### config.mk
export PLATFORM = sky130hd
export DESIGN_NAME = adc_sample_buffer_flat
export DESIGN_NICKNAME = d
export VERILOG_FILES = /design/src/rtl/adc_sample_buffer_pkg.sv /design/src/rtl/adc_sample_buffer_if.sv /design/src/rtl/adc_sample_buffer_fifo.sv /design/src/rtl/adc_sample_buffer.sv /design/src/flat_wrapper.sv
export SDC_FILE = /design/constraint.sdc
export NUM_CORES = 1
export LEC_CHECK = 0
export CAP_MARGIN = 10
export CORE_MARGIN = 2
export CORE_UTILIZATION = 55
export DETAILED_ROUTE_END_ITERATION = 12
export PLACE_DENSITY = 0.87
export SLEW_MARGIN = 40
export SYNTH_ARGS = -nofsm -noshare
export SYNTH_HDL_FRONTEND = slang
export SYNTH_HIERARCHICAL = 1
export SYNTH_SLANG_ARGS = --single-unit
### constraint.sdc
create_clock -name clk -period 11.78 [get_ports clk]
set_input_delay 1.767 -clock clk [delete_from_list [all_inputs] [get_ports clk]]
set_output_delay 1.767 -clock clk [all_outputs]
set_load 0.05 [all_outputs]
### src/rtl/adc_sample_buffer_pkg.sv
// Shared register map, entry layout and bit positions for the ADC sample buffer.
// Entries are {timestamp, channel, sample} packed into one 32-bit FIFO word.
package adc_buf_pkg;

   localparam logic [2:0] REG_CTRL   = 3'd0;
   localparam logic [2:0] REG_STATUS = 3'd1;
   localparam logic [2:0] REG_DATA   = 3'd2;
   localparam logic [2:0] REG_WMARK  = 3'd3;
   localparam logic [2:0] REG_IRQ    = 3'd4;
   localparam logic [2:0] REG_DROP   = 3'd5;

   localparam int TS_LSB = 18;
   localparam int CH_LSB = 16;

   localparam int CTRL_EN       = 0;
   localparam int CTRL_FLUSH    = 1;
   localparam int CTRL_MASK_LSB = 4;

   localparam int IRQ_WM_IE  = 0;
   localparam int IRQ_OVF_IE = 1;
   localparam int IRQ_WM_ST  = 16;
   localparam int IRQ_OVF_ST = 17;

   localparam int ST_EMPTY    = 8;
   localparam int ST_FULL     = 9;
   localparam int ST_LAST_LSB = 10;

   function automatic logic [31:0] make_entry(input logic [13:0] ts, input logic [1:0] ch,
                                              input logic [15:0] data);
      return (32'(ts) << TS_LSB) | (32'(ch) << CH_LSB) | 32'(data);
   endfunction

endpackage

### src/rtl/adc_sample_buffer_if.sv
// Wishbone classic slave bus bundle for the ADC sample buffer.
interface adc_sample_buffer_if;
   import adc_buf_pkg::*;

   logic [31:0] wb_adr_i;
   logic [31:0] wb_dat_i;
   logic [31:0] wb_dat_o;
   logic        wb_we_i;
   logic [3:0]  wb_sel_i;
   logic        wb_cyc_i;
   logic        wb_stb_i;
   logic        wb_ack_o;
   logic        wb_err_o;

   modport master (
      output wb_adr_i, wb_dat_i, wb_we_i, wb_sel_i, wb_cyc_i, wb_stb_i,
      input  wb_dat_o, wb_ack_o, wb_err_o
   );

   modport slave (
      input  wb_adr_i, wb_dat_i, wb_we_i, wb_sel_i, wb_cyc_i, wb_stb_i,
      output wb_dat_o, wb_ack_o, wb_err_o
   );

endinterface

### src/rtl/adc_sample_buffer_fifo.sv
// Synchronous FIFO with combinational head read; pointers carry an extra wrap bit.
// A push into a full FIFO is accepted only when a pop frees a slot in the same cycle.
module sync_fifo #(
   parameter int WIDTH = 32,
   parameter int DEPTH = 16
) (
   input  logic                     clk,
   input  logic                     rst_n,
   input  logic                     push,
   input  logic                     pop,
   input  logic                     clear,
   input  logic [WIDTH-1:0]         wdata,
   output logic [WIDTH-1:0]         rdata,
   output logic [$clog2(DEPTH):0]   level,
   output logic                     full,
   output logic                     empty
);
   localparam int AW = $clog2(DEPTH);

   logic [AW:0]      wr_ptr;
   logic [AW:0]      rd_ptr;
   logic [WIDTH-1:0] mem [DEPTH];
   logic             do_push;
   logic             do_pop;

   assign empty   = (wr_ptr == rd_ptr);
   assign full    = (wr_ptr[AW] != rd_ptr[AW]) && (wr_ptr[AW-1:0] == rd_ptr[AW-1:0]);
   assign level   = wr_ptr - rd_ptr;
   assign rdata   = mem[rd_ptr[AW-1:0]];
   assign do_pop  = pop & ~empty;
   assign do_push = push & (~full | do_pop);

   always_ff @(posedge clk or negedge rst_n) begin
      if (!rst_n) begin
         wr_ptr <= '0;
         rd_ptr <= '0;
      end else if (clear) begin
         wr_ptr <= '0;
         rd_ptr <= '0;
      end else begin
         if (do_push) wr_ptr <= wr_ptr + (AW+1)'(1);
         if (do_pop)  rd_ptr <= rd_ptr + (AW+1)'(1);
      end
   end

   always_ff @(posedge clk) begin
      if (do_push && !clear) mem[wr_ptr[AW-1:0]] <= wdata;
   end

endmodule

### src/rtl/adc_sample_buffer.sv
// ADC sample buffer: per-channel pending slots drained by fixed priority into a FIFO,
// with a Wishbone register file, timestamping, drop tracking and watermark interrupt.
module adc_sample_buffer
   import adc_buf_pkg::*;
#(
   parameter int DEPTH = 16,
   parameter int TS_W  = 14
) (
   input  logic                      clk,
   input  logic                      rst_n,
   adc_sample_buffer_if.slave        bus,
   input  logic [15:0]               ch0_data,
   input  logic [15:0]               ch1_data,
   input  logic [15:0]               ch2_data,
   input  logic [15:0]               ch3_data,
   input  logic [3:0]                data_valid,
   output logic                      irq,
   output logic [$clog2(DEPTH):0]    fifo_level
);
   logic            en;
   logic [3:0]      ch_mask;
   logic [6:0]      wmark;
   logic            wm_ie, ovf_ie, wm_st, ovf_st;
   logic [3:0]      drop;
   logic [1:0]      last_ch;
   logic [TS_W-1:0] ts;
   logic [3:0]      slot_full;
   logic [31:0]     slot_data [4];
   logic [15:0]     ch_data [4];

   logic        access, wr, rd, flush, pop, push, has_pending, wm_hit;
   logic [2:0]  addr;
   logic [1:0]  drain_idx, w1c;
   logic [3:0]  cap, drained, new_drop;
   logic [31:0] fifo_rdata, rd_mux;
   logic        fifo_full, fifo_empty;
   logic        unused_bits;

   assign ch_data[0] = ch0_data;
   assign ch_data[1] = ch1_data;
   assign ch_data[2] = ch2_data;
   assign ch_data[3] = ch3_data;

   assign access = bus.wb_cyc_i & bus.wb_stb_i & ~bus.wb_ack_o;
   assign wr     = access & bus.wb_we_i;
   assign rd     = access & ~bus.wb_we_i;
   assign addr   = bus.wb_adr_i[4:2];
   assign flush  = wr && (addr == REG_CTRL) && bus.wb_dat_i[CTRL_FLUSH];
   assign pop    = rd && (addr == REG_DATA) && !fifo_empty;
   assign w1c    = (wr && addr == REG_IRQ) ? bus.wb_dat_i[IRQ_OVF_ST:IRQ_WM_ST] : 2'b00;
   assign wm_hit = (wmark != 7'd0) && (7'(fifo_level) >= wmark);
   assign irq    = ((wm_st | wm_hit) & wm_ie) | (ovf_st & ovf_ie);

   assign bus.wb_err_o = 1'b0;
   assign unused_bits  = ^{bus.wb_sel_i, bus.wb_adr_i[31:5], bus.wb_adr_i[1:0],
                           bus.wb_dat_i[31:18], bus.wb_dat_i[15:8]};

   always_comb begin
      has_pending = 1'b0;
      drain_idx   = 2'd0;
      for (int i = 3; i >= 0; i--) begin
         if (slot_full[i]) begin
            has_pending = 1'b1;
            drain_idx   = 2'(i);
         end
      end
   end

   // Slots hold while disabled; a pop in the same cycle makes room in a full FIFO.
   assign push = en & has_pending & (~fifo_full | pop) & ~flush;

   always_comb begin
      cap      = '0;
      drained  = '0;
      new_drop = '0;
      for (int i = 0; i < 4; i++) begin
         cap[i]      = en & data_valid[i] & ch_mask[i] & ~flush;
         drained[i]  = push && (drain_idx == 2'(i));
         new_drop[i] = cap[i] & slot_full[i] & ~drained[i];
      end
   end

   always_ff @(posedge clk or negedge rst_n) begin
      if (!rst_n) begin
         slot_full <= '0;
         for (int i = 0; i < 4; i++) slot_data[i] <= '0;
      end else begin
         for (int i = 0; i < 4; i++) begin
            if (flush) begin
               slot_full[i] <= 1'b0;
            end else if (cap[i]) begin
               slot_full[i] <= 1'b1;
               slot_data[i] <= make_entry(ts, 2'(i), ch_data[i]);
            end else if (drained[i]) begin
               slot_full[i] <= 1'b0;
            end
         end
      end
   end

   sync_fifo #(.WIDTH(32), .DEPTH(DEPTH)) u_fifo (
      .clk   (clk),
      .rst_n (rst_n),
      .push  (push),
      .pop   (pop),
      .clear (flush),
      .wdata (slot_data[drain_idx]),
      .rdata (fifo_rdata),
      .level (fifo_level),
      .full  (fifo_full),
      .empty (fifo_empty)
   );

   always_comb begin
      rd_mux = '0;
      case (addr)
         REG_CTRL: begin
            rd_mux[CTRL_EN]              = en;
            rd_mux[CTRL_MASK_LSB +: 4]   = ch_mask;
         end
         REG_STATUS: begin
            rd_mux[6:0]                  = 7'(fifo_level);
            rd_mux[ST_EMPTY]             = fifo_empty;
            rd_mux[ST_FULL]              = fifo_full;
            rd_mux[ST_LAST_LSB +: 2]     = last_ch;
         end
         REG_DATA:  rd_mux = fifo_empty ? 32'd0 : fifo_rdata;
         REG_WMARK: rd_mux[6:0] = wmark;
         REG_IRQ: begin
            rd_mux[IRQ_WM_IE]            = wm_ie;
            rd_mux[IRQ_OVF_IE]           = ovf_ie;
            rd_mux[IRQ_WM_ST]            = wm_st;
            rd_mux[IRQ_OVF_ST]           = ovf_st;
         end
         REG_DROP:  rd_mux[3:0] = drop;
         default:   rd_mux = '0;
      endcase
   end

   always_ff @(posedge clk or negedge rst_n) begin
      if (!rst_n) begin
         bus.wb_ack_o <= 1'b0;
         bus.wb_dat_o <= '0;
         en           <= 1'b0;
         ch_mask      <= 4'hF;
         wmark        <= 7'(DEPTH / 2);
         wm_ie        <= 1'b0;
         ovf_ie       <= 1'b0;
         wm_st        <= 1'b0;
         ovf_st       <= 1'b0;
         drop         <= '0;
         last_ch      <= '0;
         ts           <= '0;
      end else begin
         bus.wb_ack_o <= bus.wb_cyc_i & bus.wb_stb_i & ~bus.wb_ack_o;
         if (rd) bus.wb_dat_o <= rd_mux;
         if (en) ts <= ts + TS_W'(1);
         if (push) last_ch <= drain_idx;
         // Drops landing in the same cycle as the clearing read must survive it.
         drop   <= ((rd && addr == REG_DROP) ? 4'h0 : drop) | new_drop;
         wm_st  <= (wm_st & ~w1c[0]) | wm_hit;
         ovf_st <= (ovf_st & ~w1c[1]) | (|new_drop);
         if (wr) begin
            case (addr)
               REG_CTRL: begin
                  en      <= bus.wb_dat_i[CTRL_EN];
                  ch_mask <= bus.wb_dat_i[CTRL_MASK_LSB +: 4];
               end
               REG_WMARK: wmark <= bus.wb_dat_i[6:0];
               REG_IRQ: begin
                  wm_ie  <= bus.wb_dat_i[IRQ_WM_IE];
                  ovf_ie <= bus.wb_dat_i[IRQ_OVF_IE];
               end
               default: ;
            endcase
         end
      end
   end

endmodule

### src/flat_wrapper.sv
// flat-port wrapper written by rule: the top's interface ports become plain ports
module adc_sample_buffer_flat import adc_buf_pkg::*;
#(
   parameter int DEPTH = 16,
   parameter int TS_W  = 14
)
  (clk, rst_n, ch0_data, ch1_data, ch2_data, ch3_data, data_valid, irq, fifo_level, bus_wb_adr_i, bus_wb_dat_i, bus_wb_we_i, bus_wb_sel_i, bus_wb_cyc_i, bus_wb_stb_i, bus_wb_dat_o, bus_wb_ack_o, bus_wb_err_o);
  adc_sample_buffer_if bus_i ();
  input  logic clk;
  input  logic rst_n;
  input  logic [15:0] ch0_data;
  input  logic [15:0] ch1_data;
  input  logic [15:0] ch2_data;
  input  logic [15:0] ch3_data;
  input  logic [3:0] data_valid;
  output logic irq;
  output logic [$clog2(DEPTH):0] fifo_level;
  input wire logic [$bits(bus_i.wb_adr_i)-1:0] bus_wb_adr_i;
  input wire logic [$bits(bus_i.wb_dat_i)-1:0] bus_wb_dat_i;
  input wire logic [$bits(bus_i.wb_we_i)-1:0] bus_wb_we_i;
  input wire logic [$bits(bus_i.wb_sel_i)-1:0] bus_wb_sel_i;
  input wire logic [$bits(bus_i.wb_cyc_i)-1:0] bus_wb_cyc_i;
  input wire logic [$bits(bus_i.wb_stb_i)-1:0] bus_wb_stb_i;
  output wire logic [$bits(bus_i.wb_dat_o)-1:0] bus_wb_dat_o;
  output wire logic [$bits(bus_i.wb_ack_o)-1:0] bus_wb_ack_o;
  output wire logic [$bits(bus_i.wb_err_o)-1:0] bus_wb_err_o;
  assign bus_i.wb_adr_i = bus_wb_adr_i;
  assign bus_i.wb_dat_i = bus_wb_dat_i;
  assign bus_i.wb_we_i = bus_wb_we_i;
  assign bus_i.wb_sel_i = bus_wb_sel_i;
  assign bus_i.wb_cyc_i = bus_wb_cyc_i;
  assign bus_i.wb_stb_i = bus_wb_stb_i;
  assign bus_wb_dat_o = bus_i.wb_dat_o;
  assign bus_wb_ack_o = bus_i.wb_ack_o;
  assign bus_wb_err_o = bus_i.wb_err_o;
  adc_sample_buffer #(.DEPTH(DEPTH), .TS_W(TS_W)) u_core (.clk(clk), .rst_n(rst_n), .bus(bus_i), .ch0_data(ch0_data), .ch1_data(ch1_data), .ch2_data(ch2_data), .ch3_data(ch3_data), .data_valid(data_valid), .irq(irq), .fifo_level(fifo_level));
endmodule
==> flow_metrics.tcl <==
set metrics [dict create \
    die_h_um 234 \
    ant_nets 0 \
    cp_common_cell "ha_1" \
    ir_drop_mv 0.187 \
    die_area_um2 54700 \
    via_per_inst 6.42 \
    synthMuxAreaShare 0.172 \
    ys_ff_latch 718 \
    post-dp-hpwl_mm 40.0 \
    insertion_delay_ps 620 \
    start_util 0.555 \
    synth_common_cells "edfxtp_1 (512), dfrtp_1 (201), mux2_2 (133)" \
    synth.distinct_cells 69 \
    synth_edf_count 512 \
    final_cells 2547 \
    wire_per_inst_um 27.4 \
    synth_compound_area_frac 0.0589 \
    first_global_vias 17000 \
    cts_tree "built" \
    worst_slack_ps 5670 \
    cts_buffers 69 \
    synth_top_family_by_area "multiplexers" \
    grt_max_degree 76 \
    setup_violations 0 \
    antenna_found_initial 0 \
    endpoint_kind "output port" \
    clkTransAtPathRegs_ps 60 \
    synth_fp_nets 1788 \
    fp.dieW_um 234 \
    syn-cell-area_um2 29100 \
    htree_levels 3 \
    start_kind "flop" \
    grt_usage 0.263 \
    drtPass1Iterations 7 \
    place.gp.congestion 0.812 \
    maxCapViolCount 0 \
    synthSimpleGateAreaFrac 0.0254 \
    power_leakage_nw 11.9 \
    synth.avg_cell_area_um2 17.8 \
    timing.fmax_ghz 0.164 \
    min_path_type "reg -> reg" \
    drtIter0Drc 1975 \
    cts_resized 0 \
    drc 0 \
    dominantRegCellSynth "edfxtp_1" \
    final_max_slew_viol_count 0 \
    layout.nets 1959 \
    ys_top_cells_by_area "edfxtp_1 (53%), dfrtp_1 (17%), mux4_2 (7.4%)" \
    status "finished, final reports clean" \
    synthArstFlopShare 0.287 \
    synth_top_area_cell "edfxtp_1" \
    yosysSeqAreaShare 0.707 \
    hold_violations 0 \
    relSlewSlack 0.424 \
    path_cells "inv_1, ha_1, a21o_1, a21oi_1, xnor2_1, ha_1, nand2_1, o31ai_1, a31o_2, clkdlybuf4s50_1" \
    dp_cells 2419 \
    final.period_utilization 0.519 \
    required_ps 10010 \
    fin_tns_setup_ps 0 \
    overflow 0 \
    core_um2 52300 \
    grt_pass1_wl_mm 105 \
    pre_cts_slack_ps 6310 \
    synth_most_common_cell "edfxtp_1" \
    clockBufferDepth 3 \
    totalWireLength_mm 69.9 \
    port_buffers 124 \
    cts_sinks 718 \
    io-pin-count 181 \
    row_count 84 \
    via_count 16300 \
    skew_ps 30.1 \
    postCtsSetupBuffers 0 \
    synth-adder-area-share 0.00715 \
    arrival_ps 4350 \
    syn-instance-count 1631 \
    cts_root_buf "clkbuf_16" \
    num_antenna_cells 0 \
    critPathKind "reg -> out" \
    syn_to_final_growth_pct 16.1 \
    ctsHoldBuffers 0 \
    synth_top_area_share 0.529 \
    worstMarginPinSlew_ps 864 \
    hold_ws_ps 482 \
    p_per_area_nw_per_um2 245 \
    synth_xor_area_frac 0.00689 \
    cp_slowest_cell "dfrtp_4" \
    ys.warnings.count 6 \
    path_max_fanout 48 \
    rsz0062_at_grt "no" \
    drive_gt1_frac 0.254 \
    max_stage_delay_ps 860 \
    period_minus_slack_ps 6110 \
]
metrics by stage:
step | utilization | total power, mW | instance area (um2)
finish | 0.644 | 8.28 | 33700
global route | 0.644 | 8.58 | 33700
floorplan | - | 5.15 | 29100
detailed placement | 0.599 | 5.96 | 31400
CTS | 0.644 | 8.27 | 33700
global placement | 0.598 | 5.80 | 31300
state kept, by name, summed over array words and instances, names as in the netlist:
signal                cells
u_core/en                 1
u_core/bus.wb_dat_o      32
u_core/slot_full          4
u_core/u_fifo/wr_ptr      5
u_core/last_ch            2
u_core/wm_st              1
u_core/bus.wb_ack_o       1
u_core/ts                14
u_core/ch_mask            4
u_core/wmark              7
u_core/ovf_st             1
u_core/u_fifo/rd_ptr      5
u_core/drop               4
u_core/wm_ie              1
u_core/slot_data        123
u_core/u_fifo/mem       512
u_core/ovf_ie             1
placed cells by master (no fill, tap or decap), drive strengths merged, types with 5 or more instances in the layout:
cell type / synthesis / final
a22o: 21 / 21
ha: 15 / 15
nor2: 34 / 34
nand4: 5 / 5
clkdlybuf4s50: 0 / 123
xnor2: 15 / 15
edfxtp: 512 / 512
a21oi: 11 / 11
or3: 7 / 7
nand2b: 10 / 10
a22oi: 35 / 35
bufinv: 0 / 7
nor3: 16 / 16
mux2: 134 / 134
mux4: 96 / 96
nand2: 30 / 30
clkbuf: 42 / 92
mux2i: 132 / 132
inv: 22 / 25
o21ai: 111 / 111
dfrtp: 201 / 201
xor2: 7 / 7
clkinvlp: 0 / 5
a31oi: 5 / 5
clkinv: 0 / 21
nand3: 12 / 12
a221oi: 39 / 39
and2: 5 / 5
dfstp: 5 / 5
a31o: 6 / 6
buf: 59 / 79
cells by family (layout without fill, tap and decap cells):
group                    Yosys count  in the layout
buffers and inverters            124            352
other                              1              1
adder cells (fa/ha/maj)           16             16
flip-flops                       718            718
AO/OA/AOI/OAI                    248            248
AND/OR/NAND/NOR                  140            140
multiplexers                     362            362
XOR/XNOR                          22             22
worst paths after layout:
| path | slack [ps] | from | end | depth (start not counted) |
|---|---|---|---|---|
| max | 5670 | u_core/u_fifo/rd_ptr[2] | irq | 10 |
| min | 480 | u_core/drop[2] | u_core/drop[2] | 2 |
| max reg2reg | 7020 | u_core/u_fifo/rd_ptr[2] | u_core/u_fifo/mem[10][27] | 13 |
| min reg2reg | 480 | u_core/drop[2] | u_core/drop[2] | 2 |
| max in group asynchronous | 9170 | rst_n | u_core/u_fifo/rd_ptr[0] | 3 |
| min in group asynchronous | 1090 | rst_n | u_core/slot_data[13] | 1 |
worst max-delay path, delay by kind of cell (launching register included):
family	cells	cell delay, ps
buffers and inverters	2	980
AO/OA/AOI/OAI	4	950
flip-flops	1	860
adder cells (fa/ha/maj)	2	740
XOR/XNOR	1	160
AND/OR/NAND/NOR	1	50
where the power goes:
part | internal, mW | total [mW] | switching (mW)
Combinational | 0.880 | 2.29 | 1.41
Sequential | 3.44 | 3.70 | 0.265
Clock | 1.34 | 2.29 | 0.952
Total | 5.66 | 8.28 | 2.62
final cells by class:
| class | instances | area (um2) |
|---|---|---|
| clock buffers | 92 | 1970 |
| clock inverters | 36 | 387 |
| fillers | 3430 | 18600 |
| inverters | 22 | 82.6 |
| multi-input cells | 789 | 8000 |
| flip-flops and latches | 718 | 20500 |
| well taps | 688 | 861 |
| repair buffers | 202 | 1870 |
per-layer routing:
layer | vias to the layer above | GRT usage | wire length, um
met5 | - | 0 | 0
met4 | 0 | 0.116 | 2910
met3 | 195 | 0.0477 | 6130
met2 | 944 | 0.448 | 35700
met1 | 8405 | 0.332 | 25100
li1 | 6800 | - | -
No activity file was read; power rests on OpenSTA's default activity.
